<file path="config.mk">
export PLATFORM = sky130hd
export DESIGN_NAME = btb_controller_flat
export DESIGN_NICKNAME = d
export VERILOG_FILES = /design/src/rtl/btb_pkg.sv /design/src/rtl/btb_controller_if.sv /design/src/rtl/btb_update_fifo.sv /design/src/rtl/btb_controller.sv /design/src/flat_wrapper.sv
export SDC_FILE = /design/constraint.sdc
export NUM_CORES = 1
export LEC_CHECK = 0
export CORE_MARGIN = 4
export CORE_UTILIZATION = 50
export CTS_BUF_LIST = sky130_fd_sc_hd__clkbuf_4
export DETAILED_ROUTE_END_ITERATION = 8
export DONT_BUFFER_PORTS = 1
export PLACE_DENSITY = 0.8
export SLEW_MARGIN = 40
export SYNTH_ARGS = -nofsm -noshare
export SYNTH_HDL_FRONTEND = slang
export SYNTH_SLANG_ARGS = --single-unit
</file>
<file path="constraint.sdc">
create_clock -name clk -period 5.5 [get_ports clk]
set_input_delay 1.1 -clock clk [delete_from_list [all_inputs] [get_ports clk]]
set_output_delay 1.1 -clock clk [all_outputs]
set_load 0.05 [all_outputs]
</file>
<file path="src/rtl/btb_pkg.sv">
// BTB controller shared types.
// Entry/update bundles, FSM states and index-width helper.
package btb_pkg;

  typedef struct packed {
    logic [31:2] tag;
    logic [31:2] target;
    logic        valid;
  } btb_entry_t;

  typedef struct packed {
    logic [31:2] pc;
    logic [31:2] target;
    logic        taken;
  } btb_update_t;

  typedef enum logic [1:0] {
    ST_INIT  = 2'd0,
    ST_FLUSH = 2'd1,
    ST_IDLE  = 2'd2
  } state_e;

  function automatic int idx_w(input int n);
    return $clog2(n);
  endfunction

endpackage

</file>
<file path="src/rtl/btb_controller_if.sv">
// BTB controller bus: fetch lookup, execute resolve,
// flush control and the single-port array access.
interface btb_controller_if #(
  parameter int IDX_W = 10
);
  logic             lookup_valid;
  logic [31:2]      lookup_pc;
  logic             lookup_ready;
  logic             pred_valid;
  logic             pred_hit;
  logic [31:2]      pred_target;
  logic             resolve_valid;
  logic [31:2]      resolve_pc;
  logic [31:2]      resolve_target;
  logic             resolve_taken;
  logic             resolve_ready;
  logic             flush_req;
  logic             flush_busy;
  logic             arr_en;
  logic             arr_we;
  logic [IDX_W-1:0] arr_idx;
  logic [31:2]      arr_wtag;
  logic [31:2]      arr_wtarget;
  logic             arr_wvalid;
  logic [31:2]      arr_rtag;
  logic [31:2]      arr_rtarget;
  logic             arr_rvalid;

  modport slave (
    input  lookup_valid, lookup_pc,
    input  resolve_valid, resolve_pc,
    input  resolve_target, resolve_taken,
    input  flush_req,
    input  arr_rtag, arr_rtarget, arr_rvalid,
    output lookup_ready,
    output pred_valid, pred_hit, pred_target,
    output resolve_ready, flush_busy,
    output arr_en, arr_we, arr_idx,
    output arr_wtag, arr_wtarget, arr_wvalid
  );

  modport master (
    output lookup_valid, lookup_pc,
    output resolve_valid, resolve_pc,
    output resolve_target, resolve_taken,
    output flush_req,
    output arr_rtag, arr_rtarget, arr_rvalid,
    input  lookup_ready,
    input  pred_valid, pred_hit, pred_target,
    input  resolve_ready, flush_busy,
    input  arr_en, arr_we, arr_idx,
    input  arr_wtag, arr_wtarget, arr_wvalid
  );
endinterface

</file>
<file path="src/rtl/btb_update_fifo.sv">
// Small FIFO buffering resolved-branch updates.
// Flush discards contents and any same-cycle push.
module btb_update_fifo
  import btb_pkg::*;
#(
  parameter int DEPTH = 4
) (
  input  logic        clk,
  input  logic        rst_n,
  input  logic        i_flush,
  input  logic        i_push,
  input  btb_update_t i_data,
  input  logic        i_pop,
  output btb_update_t o_head,
  output logic        o_full,
  output logic        o_empty
);
  localparam int PW = $clog2(DEPTH);

  btb_update_t   r_mem [DEPTH];
  logic [PW-1:0] r_wr;
  logic [PW-1:0] r_rd;
  logic [PW:0]   r_cnt;
  logic          w_push;
  logic          w_pop;

  assign o_full  = (r_cnt == (PW+1)'(DEPTH));
  assign o_empty = (r_cnt == '0);
  assign w_push  = i_push && (!o_full || i_pop);
  assign w_pop   = i_pop && !o_empty;
  assign o_head  = r_mem[r_rd];

  always_ff @(posedge clk) begin
    if (w_push && !i_flush)
      r_mem[r_wr] <= i_data;
  end

  always_ff @(posedge clk or negedge rst_n) begin
    if (!rst_n) begin
      r_wr  <= '0;
      r_rd  <= '0;
      r_cnt <= '0;
    end else if (i_flush) begin
      r_wr  <= '0;
      r_rd  <= '0;
      r_cnt <= '0;
    end else begin
      if (w_push) r_wr <= r_wr + 1'b1;
      if (w_pop)  r_rd <= r_rd + 1'b1;
      case ({w_push, w_pop})
        2'b10:   r_cnt <= r_cnt + 1'b1;
        2'b01:   r_cnt <= r_cnt - 1'b1;
        default: ;
      endcase
    end
  end

endmodule

</file>
<file path="src/rtl/btb_controller.sv">
// Single-port BTB access controller: arbitrates lookups
// against buffered updates and walks invalidates on flush.
module btb_controller
  import btb_pkg::*;
#(
  parameter int NUM_ENTRIES  = 1024,
  parameter int UPD_DEPTH    = 4,
  parameter int STARVE_LIMIT = 8
) (
  input  logic             clk,
  input  logic             rst_n,
  btb_controller_if.slave  bus
);
  localparam int IDX_W = idx_w(NUM_ENTRIES);
  localparam int SW    = $clog2(STARVE_LIMIT + 1);

  state_e           r_state;
  state_e           w_state_nxt;
  logic [IDX_W-1:0] r_idx;
  logic [SW-1:0]    r_starve;
  logic             r_pred_valid;
  logic [31:2]      r_lk_pc;

  btb_update_t w_head;
  btb_update_t w_din;
  btb_entry_t  w_wr;
  logic        w_full;
  logic        w_empty;
  logic        w_idle;
  logic        w_starve;
  logic        w_grant;
  logic        w_pop;
  logic        w_push;
  logic        w_enter_flush;
  logic        w_fifo_flush;
  logic        w_hit;

  assign w_idle   = (r_state == ST_IDLE);
  assign w_starve = w_full ||
    ((r_starve == SW'(STARVE_LIMIT)) && !w_empty);
  assign w_grant  = w_idle && !w_starve &&
    bus.lookup_valid;
  assign w_pop    = w_idle && !w_empty &&
    (w_starve || !bus.lookup_valid);
  assign w_push   = bus.resolve_valid &&
    bus.resolve_ready;

  // A push in the flush_req cycle is dropped with the rest.
  assign w_enter_flush = w_idle && bus.flush_req;
  assign w_fifo_flush  = !w_idle || w_enter_flush;

  assign bus.lookup_ready  = w_idle && !w_starve;
  assign bus.resolve_ready = w_idle && !w_full;
  assign bus.flush_busy    = !w_idle;

  assign w_din.pc     = bus.resolve_pc;
  assign w_din.target = bus.resolve_target;
  assign w_din.taken  = bus.resolve_taken;

  btb_update_fifo #(
    .DEPTH (UPD_DEPTH)
  ) u_fifo (
    .clk     (clk),
    .rst_n   (rst_n),
    .i_flush (w_fifo_flush),
    .i_push  (w_push),
    .i_data  (w_din),
    .i_pop   (w_pop),
    .o_head  (w_head),
    .o_full  (w_full),
    .o_empty (w_empty)
  );

  // Not-taken clears valid at the index, aliases included.
  assign w_wr.tag    = w_head.taken ? w_head.pc : '0;
  assign w_wr.target = w_head.taken ? w_head.target : '0;
  assign w_wr.valid  = w_head.taken;

  always_comb begin
    w_state_nxt = r_state;
    unique case (r_state)
      ST_INIT:  w_state_nxt = ST_FLUSH;
      ST_FLUSH: begin
        if (r_idx == IDX_W'(NUM_ENTRIES - 1))
          w_state_nxt = ST_IDLE;
      end
      ST_IDLE: begin
        if (bus.flush_req)
          w_state_nxt = ST_FLUSH;
      end
      default:  w_state_nxt = ST_INIT;
    endcase
  end

  always_comb begin
    bus.arr_en      = 1'b0;
    bus.arr_we      = 1'b0;
    bus.arr_idx     = '0;
    bus.arr_wtag    = '0;
    bus.arr_wtarget = '0;
    bus.arr_wvalid  = 1'b0;
    unique case (1'b1)
      (r_state == ST_FLUSH): begin
        bus.arr_en  = 1'b1;
        bus.arr_we  = 1'b1;
        bus.arr_idx = r_idx;
      end
      w_pop: begin
        bus.arr_en      = 1'b1;
        bus.arr_we      = 1'b1;
        bus.arr_idx     = w_head.pc[IDX_W+1:2];
        bus.arr_wtag    = w_wr.tag;
        bus.arr_wtarget = w_wr.target;
        bus.arr_wvalid  = w_wr.valid;
      end
      w_grant: begin
        bus.arr_en  = 1'b1;
        bus.arr_idx = bus.lookup_pc[IDX_W+1:2];
      end
      default: ;
    endcase
  end

  always_ff @(posedge clk or negedge rst_n) begin
    if (!rst_n) begin
      r_state      <= ST_INIT;
      r_idx        <= '0;
      r_starve     <= '0;
      r_pred_valid <= 1'b0;
      r_lk_pc      <= '0;
    end else begin
      r_state      <= w_state_nxt;
      r_idx        <= (r_state == ST_FLUSH) ?
                      r_idx + 1'b1 : '0;
      r_pred_valid <= w_grant;
      if (w_grant)
        r_lk_pc <= bus.lookup_pc;
      if (!w_idle || w_pop || w_empty ||
          w_enter_flush)
        r_starve <= '0;
      else if (w_grant &&
               r_starve != SW'(STARVE_LIMIT))
        r_starve <= r_starve + 1'b1;
    end
  end

  assign w_hit = r_pred_valid && bus.arr_rvalid &&
    (bus.arr_rtag == r_lk_pc);

  assign bus.pred_valid  = r_pred_valid;
  assign bus.pred_hit    = w_hit;
  assign bus.pred_target = w_hit ? bus.arr_rtarget : '0;

endmodule
</file>
<file path="src/flat_wrapper.sv">
// flat-port wrapper written by rule: the top's interface ports become plain ports
module btb_controller_flat import btb_pkg::*;
#(
  parameter int NUM_ENTRIES  = 1024,
  parameter int UPD_DEPTH    = 4,
  parameter int STARVE_LIMIT = 8
)
  (clk, rst_n, bus_lookup_valid, bus_lookup_pc, bus_resolve_valid, bus_resolve_pc, bus_resolve_target, bus_resolve_taken, bus_flush_req, bus_arr_rtag, bus_arr_rtarget, bus_arr_rvalid, bus_lookup_ready, bus_pred_valid, bus_pred_hit, bus_pred_target, bus_resolve_ready, bus_flush_busy, bus_arr_en, bus_arr_we, bus_arr_idx, bus_arr_wtag, bus_arr_wtarget, bus_arr_wvalid);
  btb_controller_if bus_i ();
  input  logic clk;
  input  logic rst_n;
  input wire logic [$bits(bus_i.lookup_valid)-1:0] bus_lookup_valid;
  input wire logic [$bits(bus_i.lookup_pc)-1:0] bus_lookup_pc;
  input wire logic [$bits(bus_i.resolve_valid)-1:0] bus_resolve_valid;
  input wire logic [$bits(bus_i.resolve_pc)-1:0] bus_resolve_pc;
  input wire logic [$bits(bus_i.resolve_target)-1:0] bus_resolve_target;
  input wire logic [$bits(bus_i.resolve_taken)-1:0] bus_resolve_taken;
  input wire logic [$bits(bus_i.flush_req)-1:0] bus_flush_req;
  input wire logic [$bits(bus_i.arr_rtag)-1:0] bus_arr_rtag;
  input wire logic [$bits(bus_i.arr_rtarget)-1:0] bus_arr_rtarget;
  input wire logic [$bits(bus_i.arr_rvalid)-1:0] bus_arr_rvalid;
  output wire logic [$bits(bus_i.lookup_ready)-1:0] bus_lookup_ready;
  output wire logic [$bits(bus_i.pred_valid)-1:0] bus_pred_valid;
  output wire logic [$bits(bus_i.pred_hit)-1:0] bus_pred_hit;
  output wire logic [$bits(bus_i.pred_target)-1:0] bus_pred_target;
  output wire logic [$bits(bus_i.resolve_ready)-1:0] bus_resolve_ready;
  output wire logic [$bits(bus_i.flush_busy)-1:0] bus_flush_busy;
  output wire logic [$bits(bus_i.arr_en)-1:0] bus_arr_en;
  output wire logic [$bits(bus_i.arr_we)-1:0] bus_arr_we;
  output wire logic [$bits(bus_i.arr_idx)-1:0] bus_arr_idx;
  output wire logic [$bits(bus_i.arr_wtag)-1:0] bus_arr_wtag;
  output wire logic [$bits(bus_i.arr_wtarget)-1:0] bus_arr_wtarget;
  output wire logic [$bits(bus_i.arr_wvalid)-1:0] bus_arr_wvalid;
  assign bus_i.lookup_valid = bus_lookup_valid;
  assign bus_i.lookup_pc = bus_lookup_pc;
  assign bus_i.resolve_valid = bus_resolve_valid;
  assign bus_i.resolve_pc = bus_resolve_pc;
  assign bus_i.resolve_target = bus_resolve_target;
  assign bus_i.resolve_taken = bus_resolve_taken;
  assign bus_i.flush_req = bus_flush_req;
  assign bus_i.arr_rtag = bus_arr_rtag;
  assign bus_i.arr_rtarget = bus_arr_rtarget;
  assign bus_i.arr_rvalid = bus_arr_rvalid;
  assign bus_lookup_ready = bus_i.lookup_ready;
  assign bus_pred_valid = bus_i.pred_valid;
  assign bus_pred_hit = bus_i.pred_hit;
  assign bus_pred_target = bus_i.pred_target;
  assign bus_resolve_ready = bus_i.resolve_ready;
  assign bus_flush_busy = bus_i.flush_busy;
  assign bus_arr_en = bus_i.arr_en;
  assign bus_arr_we = bus_i.arr_we;
  assign bus_arr_idx = bus_i.arr_idx;
  assign bus_arr_wtag = bus_i.arr_wtag;
  assign bus_arr_wtarget = bus_i.arr_wtarget;
  assign bus_arr_wvalid = bus_i.arr_wvalid;
  btb_controller #(.NUM_ENTRIES(NUM_ENTRIES), .UPD_DEPTH(UPD_DEPTH), .STARVE_LIMIT(STARVE_LIMIT)) u_core (.clk(clk), .rst_n(rst_n), .bus(bus_i));
endmodule
</file>
Yosys cells after proc, flatten, opt, wreduce, memory -nomap -nowiden
Memories as Yosys holds them, arrays and structs flattened.
Cells that the tools add are included.
{"block": "totals", "register_bits": 54, "latchBits": 0, "mem_bits_rw": 244, "mem_bits_ro": 0, "mem_count": 1}
{"memory": "u_core.u_fifo.r_mem", "words": 4, "width": 61, "read_ports": 1, "rd_clocked_by_memory_dff": 0, "wr": 1, "line": "btb_update_fifo.sv:20", "text": "btb_update_t r_mem [DEPTH];"}
{"block": "classes", "addsub": 6, "n_mul": 0, "n_div": 0, "magnitude_cmp": 0, "eq_ne": 11, "n_shift": 0, "mux": 23, "bitwise": 0, "n_reduce_logical": 36}
{"cell": "two-way mux 30 bit", "n": 5}
{"cell": "== test 30 bit", "n": 1}
{"cell": "one-hot mux 10 bit (3 select lines)", "n": 1}
{"cell": "logical AND 1 bit", "n": 14}
{"cell": "two-way mux 2 bit", "n": 6}
{"cell": "adder 10 x 1 -> 10 bit, second input constant", "n": 1}
{"cell": "== test 10 bit, second input constant", "n": 1}
{"cell": "two-way mux 10 bit", "n": 1}
{"cell": "two-way mux 4 bit", "n": 2}
{"cell": "logical OR 1 bit", "n": 7}
{"cell": "logical NOT 1 bit", "n": 6}
{"cell": "one-hot mux 2 bit (3 select lines)", "n": 1}
{"cell": "one-hot mux 3 bit (2 select lines)", "n": 1}
{"cell": "nonzero test 2 bit", "n": 3}
{"cell": "two-way mux 1 bit", "n": 5}
{"cell": "adder 2 x 1 -> 2 bit, second input constant", "n": 2}
{"cell": "adder 4 x 1 -> 4 bit, second input constant", "n": 1}
{"cell": "== test 2 x 1 -> 1 bit, second input constant", "n": 2}
{"cell": "== test 2 bit, second input constant", "n": 2}
{"cell": "== test 4 bit, second input constant", "n": 1}
{"cell": "inequality test 4 bit, second input constant", "n": 1}
{"cell": "adder 3 x 1 -> 3 bit, second input constant", "n": 1}
{"cell": "== test 3 bit, second input constant", "n": 1}
{"cell": "logical NOT 3 bit", "n": 1}
{"cell": "other kinds (9)", "n": 9}

Logic depth before layout (Yosys ltp)
{"block": "depth", "word_depth": 11, "ltp_mapped": 10}

Modules after synthesis
From an unflattened synthesis, not the netlist that was laid out.
{"block": "hier_totals", "hier_cells": 801, "hier_area_um2": 12715.9}
{"mod": "btb_update_fifo", "instances": 1, "cells_each": 382, "area_each_um2": 9334.0}
{"mod": "btb_controller", "instances": 1, "cells_each": 419, "area_each_um2": 3382.0}

Least setup slack after synthesis
No wires, ideal clock.
{"block": "synth_path", "kind": "in2reg", "startpoint": "in bus_resolve_valid", "endpoint": "mem u_core.u_fifo.r_mem[0][0] (netlist bit), enable pin", "setup_time_ps": 568, "t_arrival_ps": 5796, "slack_ps": -864, "stages": 2, "n_path_buf": 0, "path_cell_list": "nand3_1 nor3b_1"}
{"block": "synth_between", "elab_chain_len": 5}
{"element": "start, declared", "line": "flat_wrapper.sv:14", "text": "input wire logic [$bits(bus_i.resolve_valid)-1:0] bus_resolve_valid;"}
{"element": "logical AND 1 bit", "line": "btb_controller.sv:45", "text": "assign w_push = bus.resolve_valid &&"}
{"element": "logical AND 1 bit", "line": "btb_update_fifo.sv:29", "text": "assign w_push = i_push && (!o_full || i_pop);"}
{"element": "logical AND 1 bit", "line": "btb_update_fifo.sv:34", "text": "if (w_push && !i_flush)"}
{"element": "two-way mux 1 bit", "line": "btb_update_fifo.sv:34"}
{"element": "two-way mux 1 bit (implied by the code)", "line": "btb_update_fifo.sv:35", "text": "r_mem[r_wr] <= i_data;"}
{"element": "end, declared", "line": "btb_update_fifo.sv:20"}
Every way passes these cells.

Worst setup path in the final report
{"block": "layout_path", "startpoint": "reg u_core.u_fifo.r_rd[0]", "endpoint": "out bus_arr_idx[0]"}
{"block": "layout_between", "elab_chain_len": 2}
{"element": "start, declared", "line": "btb_update_fifo.sv:22", "text": "logic [PW-1:0] r_rd;"}
{"element": "start signal, assigned", "line": "btb_update_fifo.sv:49", "text": "if (w_pop) r_rd <= r_rd + 1'b1;"}
{"element": "memory (4 x 61 bit)"}
{"element": "one-hot mux 10 bit (3 select lines)", "line": "btb_controller.sv:102", "text": "unique case (1'b1)"}
{"element": "end, declared", "line": "flat_wrapper.sv:30", "text": "output wire logic [$bits(bus_i.arr_idx)-1:0] bus_arr_idx;"}
Every way passes these cells.

==> flow_summary.ini <==
[setup_path]
slowest_delay_ps = 670
start_kind = register
crit_chain = buf_4 -> mux4_2 -> a22oi_1 -> nand2_1
crit_type = register to output port
critPathSlowestCell = dfrtp_4
arrival_ps = 3200
critPathTopFamily = flip-flops
cp-end-kind = output port
crit_buf_inv = 1
cp_max_fo = 32
cp.required_ps = 4400
r2r_slack_ps = 2860

[timing]
whs_ps = 94.0
tns_ps = 0
min_period_ps = 4300
worst_pin_slew_ps = 773
relSlewSlack = 0.484
worst_slack_ps = 1200
fin_skew_ps = 55.8
period_share = 0.781
max_freq_mhz = 233
slew_viol_final = 0
hold_viol = 0
rsz0062_at_grt = no
setup_viol = 0

[placement]
port_buffers = 0
dpl.hpwl_mm = 18.5
place_ws_ps = 1740
dp.cells = 1121
place_area_um2 = 13100
routabilityCongestion = 1.17

[die]
rows = 57
core_um2 = 24400
die_area_um2 = 27500
die_w_um = 166
start_util = 0.511
die_h_um = 166
io_pins = 265

[global_route]
track_usage = 0.206
antenna_found_initial = 1
grt_max_degree = 63
grt_overflow = 0
grt_pass1_vias = 7540
grt_pass1_wl_mm = 44.0

[cts]
clk_pin_slew_ps = 70
holdBufCountCts = 0
htreeDepth = 3
post_cts_buffers = 0
post_cts_resized = 0
cts_root_buf = clkbuf_4
clock_path_buffers = 3
clkSinkCount = 298
tritoncts = done
insertion_delay_ps = 690
cts_made_buffers = 75

[power]
power.total_mw = 4.39
seqPwrFrac = 0.557
p_leak_nw = 5.43
power_density_nw_per_um2 = 311
irDropWorstVdd_v = 0.000285
internal_power_mw = 3.52
p_clk_frac = 0.438
comb_power_share = 0.005
switchingPower_uw = 869
sw_frac_of_total = 0.198

[finish]
multiInputGateArea_um2 = 3500
fin_util = 0.579
syn2layout_area_growth_pct = 13.4
seqCellArea_um2 = 8680
drive_gt1_frac = 0.269
final_cell_mix = edfxtp_1, clkbuf_4, nand2_1
layout.nets = 1039
fin_cells = 1258
fillers = 1854
final_area_um2 = 14100
mostFrequentLayoutCell = edfxtp_1

[routing]
routed_wirelength_mm = 28.3
first_pass_iters = 5
initialDrtViolationCount = 555
post-route-drc-count = 0
postRouteAntennaNets = 0
via_per_inst = 5.63
routed-via-count = 7083
wl_per_cell_um = 22.5

[synthesis]
ys_ff_latch = 298
synth_ff_type = edfxtp_1
syn-num-nets = 960
async_flop_share = 0.181
synth_area_um2 = 12500
syn_avg_cell_area_um2 = 15.7
ys_warn_count = 0
yosys.cell_types.count = 41
yosysSeqAreaShare = 0.697
netlist_instances = 795
synth_edf_count = 244

[worst_hold_path]
worstHoldPathType = input port to asynchronous set/reset pin

[outcome]
status = finished clean

[flow_run]
drv_cap = 0
synthesized netlist by cell type (2+ instances only):
library cell / instances / area (µm²)
nor2b_1: 4 / 25.0
dfrtp_1: 54 / 1350
edfxtp_1: 244 / 7330
a22oi_1: 10 / 75.1
nand2_1: 108 / 405
or3_1: 2 / 12.5
nor3b_1: 4 / 30.0
nand4_1: 6 / 37.5
buf_6: 2 / 22.5
nor4b_1: 4 / 35.0
xor2_1: 38 / 333
nor4_1: 9 / 56.3
nand3_1: 9 / 45.0
mux2i_1: 2 / 20.0
inv_1: 36 / 135
ha_1: 7 / 87.6
mux4_2: 61 / 1370
nor3_1: 33 / 165
nand2b_1: 5 / 31.3
o21ai_0: 2 / 10.0
xnor2_1: 7 / 61.3
clkbuf_1: 26 / 97.6
and3_1: 63 / 394
buf_2: 18 / 90.1
a21oi_1: 5 / 25.0
nor2_1: 20 / 75.1
nand3b_1: 2 / 15.0
routing by layer:
metal,routed length [µm],GRT usage,part of all wire
met5,0,0,0
met3,2820,0.0886,0.10
met4,1080,0.0907,0.038
met1,10300,0.237,0.37
met2,14000,0.340,0.50
final cells by class:
cell class              count  area share
repair buffers             48      0.0258
clock buffers             117      0.0622
well taps                 324      0.0287
multi-input cells         413       0.248
clock inverters            19     0.00984
diodes                      1    0.000177
inverters                  38      0.0103
flip-flops and latches    298       0.615
worst paths after layout:
kind / startpoint / endpoint / cells past startpoint
max: u_core.u_fifo.r_rd[0]$_DFFE_PN0P_ / bus_arr_idx[0] / 4
min: rst_n / u_core.r_starve[1]$_DFFE_PN0P_ / 0
max reg2reg: u_core.r_starve[0]$_DFFE_PN0P_ / u_core.u_fifo.r_cnt[2]$_DFFE_PN0P_ / 9
min reg2reg: u_core.r_lk_pc[16]$_DFFE_PN0N_ / u_core.r_lk_pc[16]$_DFFE_PN0N_ / 2
max in group asynchronous: rst_n / u_core.r_lk_pc[24]$_DFFE_PN0N_ / 0
min in group clk: bus_resolve_target[23] / u_core.u_fifo.r_mem[0][24]$_DFFE_PP_ / 0
cell families after synthesis:
logic type | count (synthesis) | share of synthesized area
flops | 298 | 0.697
mux | 63 | 0.112
xor+xnor | 45 | 0.0316
simple gates | 275 | 0.110
buf+inv | 84 | 0.0285
fa+ha+maj | 8 | 0.00864
compound gates | 22 | 0.0122
sequential cells by signal, indices dropped and copies added (netlist names):
register and count:
u_core.r_state 2, u_core.bus.pred_valid 1, u_core.r_lk_pc 30, u_core.u_fifo.r_mem 244
u_core.u_fifo.r_cnt 3, u_core.r_starve 4, u_core.u_fifo.r_wr 2, u_core.u_fifo.r_rd 2
u_core.r_idx 10
power by group through the flow:
stage	Clock [mW]	Sequential [mW]	Combinational, mW
2_1_floorplan	0	2.49	0.0149
3_3_place_gp	0	2.49	0.0212
3_5_place_dp	0	2.49	0.0212
4_1_cts	1.98	2.44	0.0213
5_1_grt	2.13	2.44	0.0235
6_report	1.92	2.44	0.0214
No activity file was read; power rests on OpenSTA's default activity.
==> edit: new RTL, same flow settings <==
Reset style: synchronous (`rst_n`), changed in 2 clocked blocks.
--- a/src/rtl/btb_update_fifo.sv
+++ b/src/rtl/btb_update_fifo.sv
@@ -35,7 +35,7 @@
       r_mem[r_wr] <= i_data;
   end
 
-  always_ff @(posedge clk or negedge rst_n) begin
+  always_ff @(posedge clk) begin
     if (!rst_n) begin
       r_wr  <= '0;
       r_rd  <= '0;
--- a/src/rtl/btb_controller.sv
+++ b/src/rtl/btb_controller.sv
@@ -121,7 +121,7 @@
     endcase
   end
 
-  always_ff @(posedge clk or negedge rst_n) begin
+  always_ff @(posedge clk) begin
     if (!rst_n) begin
       r_state      <= ST_INIT;
       r_idx        <= '0;
Behaviour: differs if rst_n is asserted again (counterexample within 4 cycles, from zero or initial values and one cycle with rst_n low); with rst_n held inactive, the same outputs for 10 cycles.
==> edit against the unedited design <==
Setup slack better by 0.030 ns; design area is 0.33% lower; non-clock buffer count stayed put; die area is 0.49% lower; global-route usage hardly changed; sequential cell count is 2 higher; hold slack better by 0.38 ns; area after synthesis is 0.51% lower; utilization hardly changed; wire length is 2.4% higher; total power is 0.64% lower; largest cell class unchanged.
==> edit: results (changes against the unedited design) <==
Leakage 0.004774 uW (-12%); Resize count post-CTS 0 (unchanged); CP Max Fanout 18 (-44%); Detailed Route Iter0 Violations 525 (-5.4%); vias in the first global route 7,522 (-0.24%); hold path startpoint u_core.r_lk_pc[2]; share of cells above drive strength 1 26.20% (-0.70 points); endpoints failing hold 0 (unchanged); GRT Util Overall 20.68% (+0.038 points); hold path endpoint u_core.r_lk_pc[2]; Critical-path top delay cell a222oi_1; r2r setup slk 2.38 ns (-0.48 ns); Mapped Nets 970 (+1.0%); Post-CTS Setup Bufs 0 (unchanged); total CTS buffers 77 (+2.7%); Root Driver clkbuf_4; Seq/Total Area, Yosys 68.18% (-1.5 points); largest net degree at the start of global routing 62 (-1.6%); Reg-to-Reg End u_core.u_fifo.r_cnt[2]; Final HPWL DP 19,290 um (+4.1%); EDFF count, synth 244 (unchanged); CP arrival 3.17 ns (-0.03 ns); Slew HR 56.05% (+7.7 points); Clock transition at path regs 0.07 ns (about the same); CTS Buffer Depth 3 (unchanged); Layout Skew 0.03588 ns (-0.01987 ns); final wirelength 28,920 um (+2.4%); worst r2r path cells 10 (+1); Vias/cell 5.729 (+1.7%); Largest regs u_core.u_fifo.r_mem x244, u_core.r_lk_pc x30, u_core.r_idx x10; outcome complete, no violations; Pre-antenna DRT Iters 7 (+2); asr flop ratio synth 0% (-18 points); Crit Reg-Reg Startpoint u_core.r_state[1]; Hold Path Stages 2; H-Tree Depth 3 (unchanged); dpl ws 1.463 ns (-0.2768 ns); commonest cells in the netlist edfxtp_1 (244), nand2_1 (67), and3_1 (61), mux4_2 (61), dfxtp_1 (56); Clock Latency Late Sink 0.67 ns (-0.02 ns); type of the most critical hold path reg -> reg; Main synth FF type edfxtp_1; Placer Congestion 0.8015 (-32%); initial antenna violation count 2 (+1); Port Buf Inserts 0 (unchanged); first-pass GRT wire length 42,030 um (-4.6%); Yosys cell types 44 (+7.3%); Synthesis Warnings 0 (unchanged); CP top delay family compound AO/OA/AOI/OAI gates; VDD IR max 0.2209 mV (-22%); quantity of hold-fixing buffers added after cts 0 (unchanged); top area cells in the synthesized netlist edfxtp_1 (59%), mux4_2 (11%), dfxtp_1 (9.0%); Net count, final 1,044 (+0.48%); critical path's largest stage delay 0.68 ns
==> edit: cell types whose count changed after synthesis, moves of 11 or more <==
cell      unedited run  this run
dfrtp_1             54         0
nand2_1            108        67
nand3_1              9        37
a222oi_1             0        11
a21boi_0             0        31
dfxtp_1              0        56
==> edit: per-layer routing <==
| layer | routed length, um | up-vias | global-route usage, % |
|---|---|---|---|
| met4 | 1001 | 0 | 10.12 |
| li1 | - | 3302 | - |
| met5 | 0 | - | 0 |
| met3 | 3520 | 44 | 8.563 |
| met1 | 10010 | 3532 | 22.53 |
| met2 | 14390 | 369 | 34.99 |
==> edit: worst register-to-register path, cell delays in order, from the launching register on <==
cell,delay (ns)
dfxtp_1,0.39
and2b_1,0.22
inv_1,0.30
a311oi_4,0.38
buf_4,0.44
ha_1,0.28
inv_1,0.06
fa_1,0.37
xor2_1,0.16
or3_1,0.30
a21oi_1,0.15
==> edit: cells by family after synthesis <==
kind of cell	Yosys count	share of synthesized area [%]
AOI/OAI and AO/OA	67	4.160
xor gates and xnor gates	36	2.545
adders and majority gates	9	0.9694
buffers and inverters	80	2.767
DFF	300	68.18
muxes	62	11.17
and+or+nand+nor	250	10.21
==> edit: layout make-up <==
class | instances | area [um2]
fill | 1835 | 10250
antenna | 2 | 5.005
multi-input combinational | 424 | 3689
timing repair buffer | 48 | 434.2
sequential | 300 | 8453
clock buffer | 100 | 750.7
inverter | 27 | 101.3
clock inverter | 40 | 235.2
tap | 324 | 405.4
==> edit: worst max-delay path by stage <==
stage,startpoint,endpoint,slack (ns),depth (start not counted)
after global routing,flip-flop,bus_arr_idx[5],1.05,4
after floorplan,bus_arr_rtag[24],bus_pred_target[0],1.38,5
after detailed placement,bus_arr_rtag[22],bus_pred_target[12],1.46,6
final,u_core.r_starve[0],bus_arr_idx[3],1.23,6
after CTS,flip-flop,bus_arr_idx[5],1.21,4
after global placement,bus_arr_rtag[22],bus_pred_target[1],1.60,6
==> edit: per-stage QoR <==
step	instance area (um2)	hold WS [ns]	cells
final	14070	0.4754	1265
after global routing	14070	0.4162	1265
after detailed placement	13080	0.4631	1123
after global placement	12960	0.4535	1118
after CTS	14070	0.4281	1263
after floorplan	12390	0.4410	804
==> edit: report_power, final <==
group | switching, uW | total [uW] | leakage, uW | internal [uW]
Sequential | 1.35 | 2450 | 0.00264 | 2450
Combinational | 16.8 | 28.8 | 0.00155 | 11.9
Clock | 911 | 1880 | 0.000576 | 966
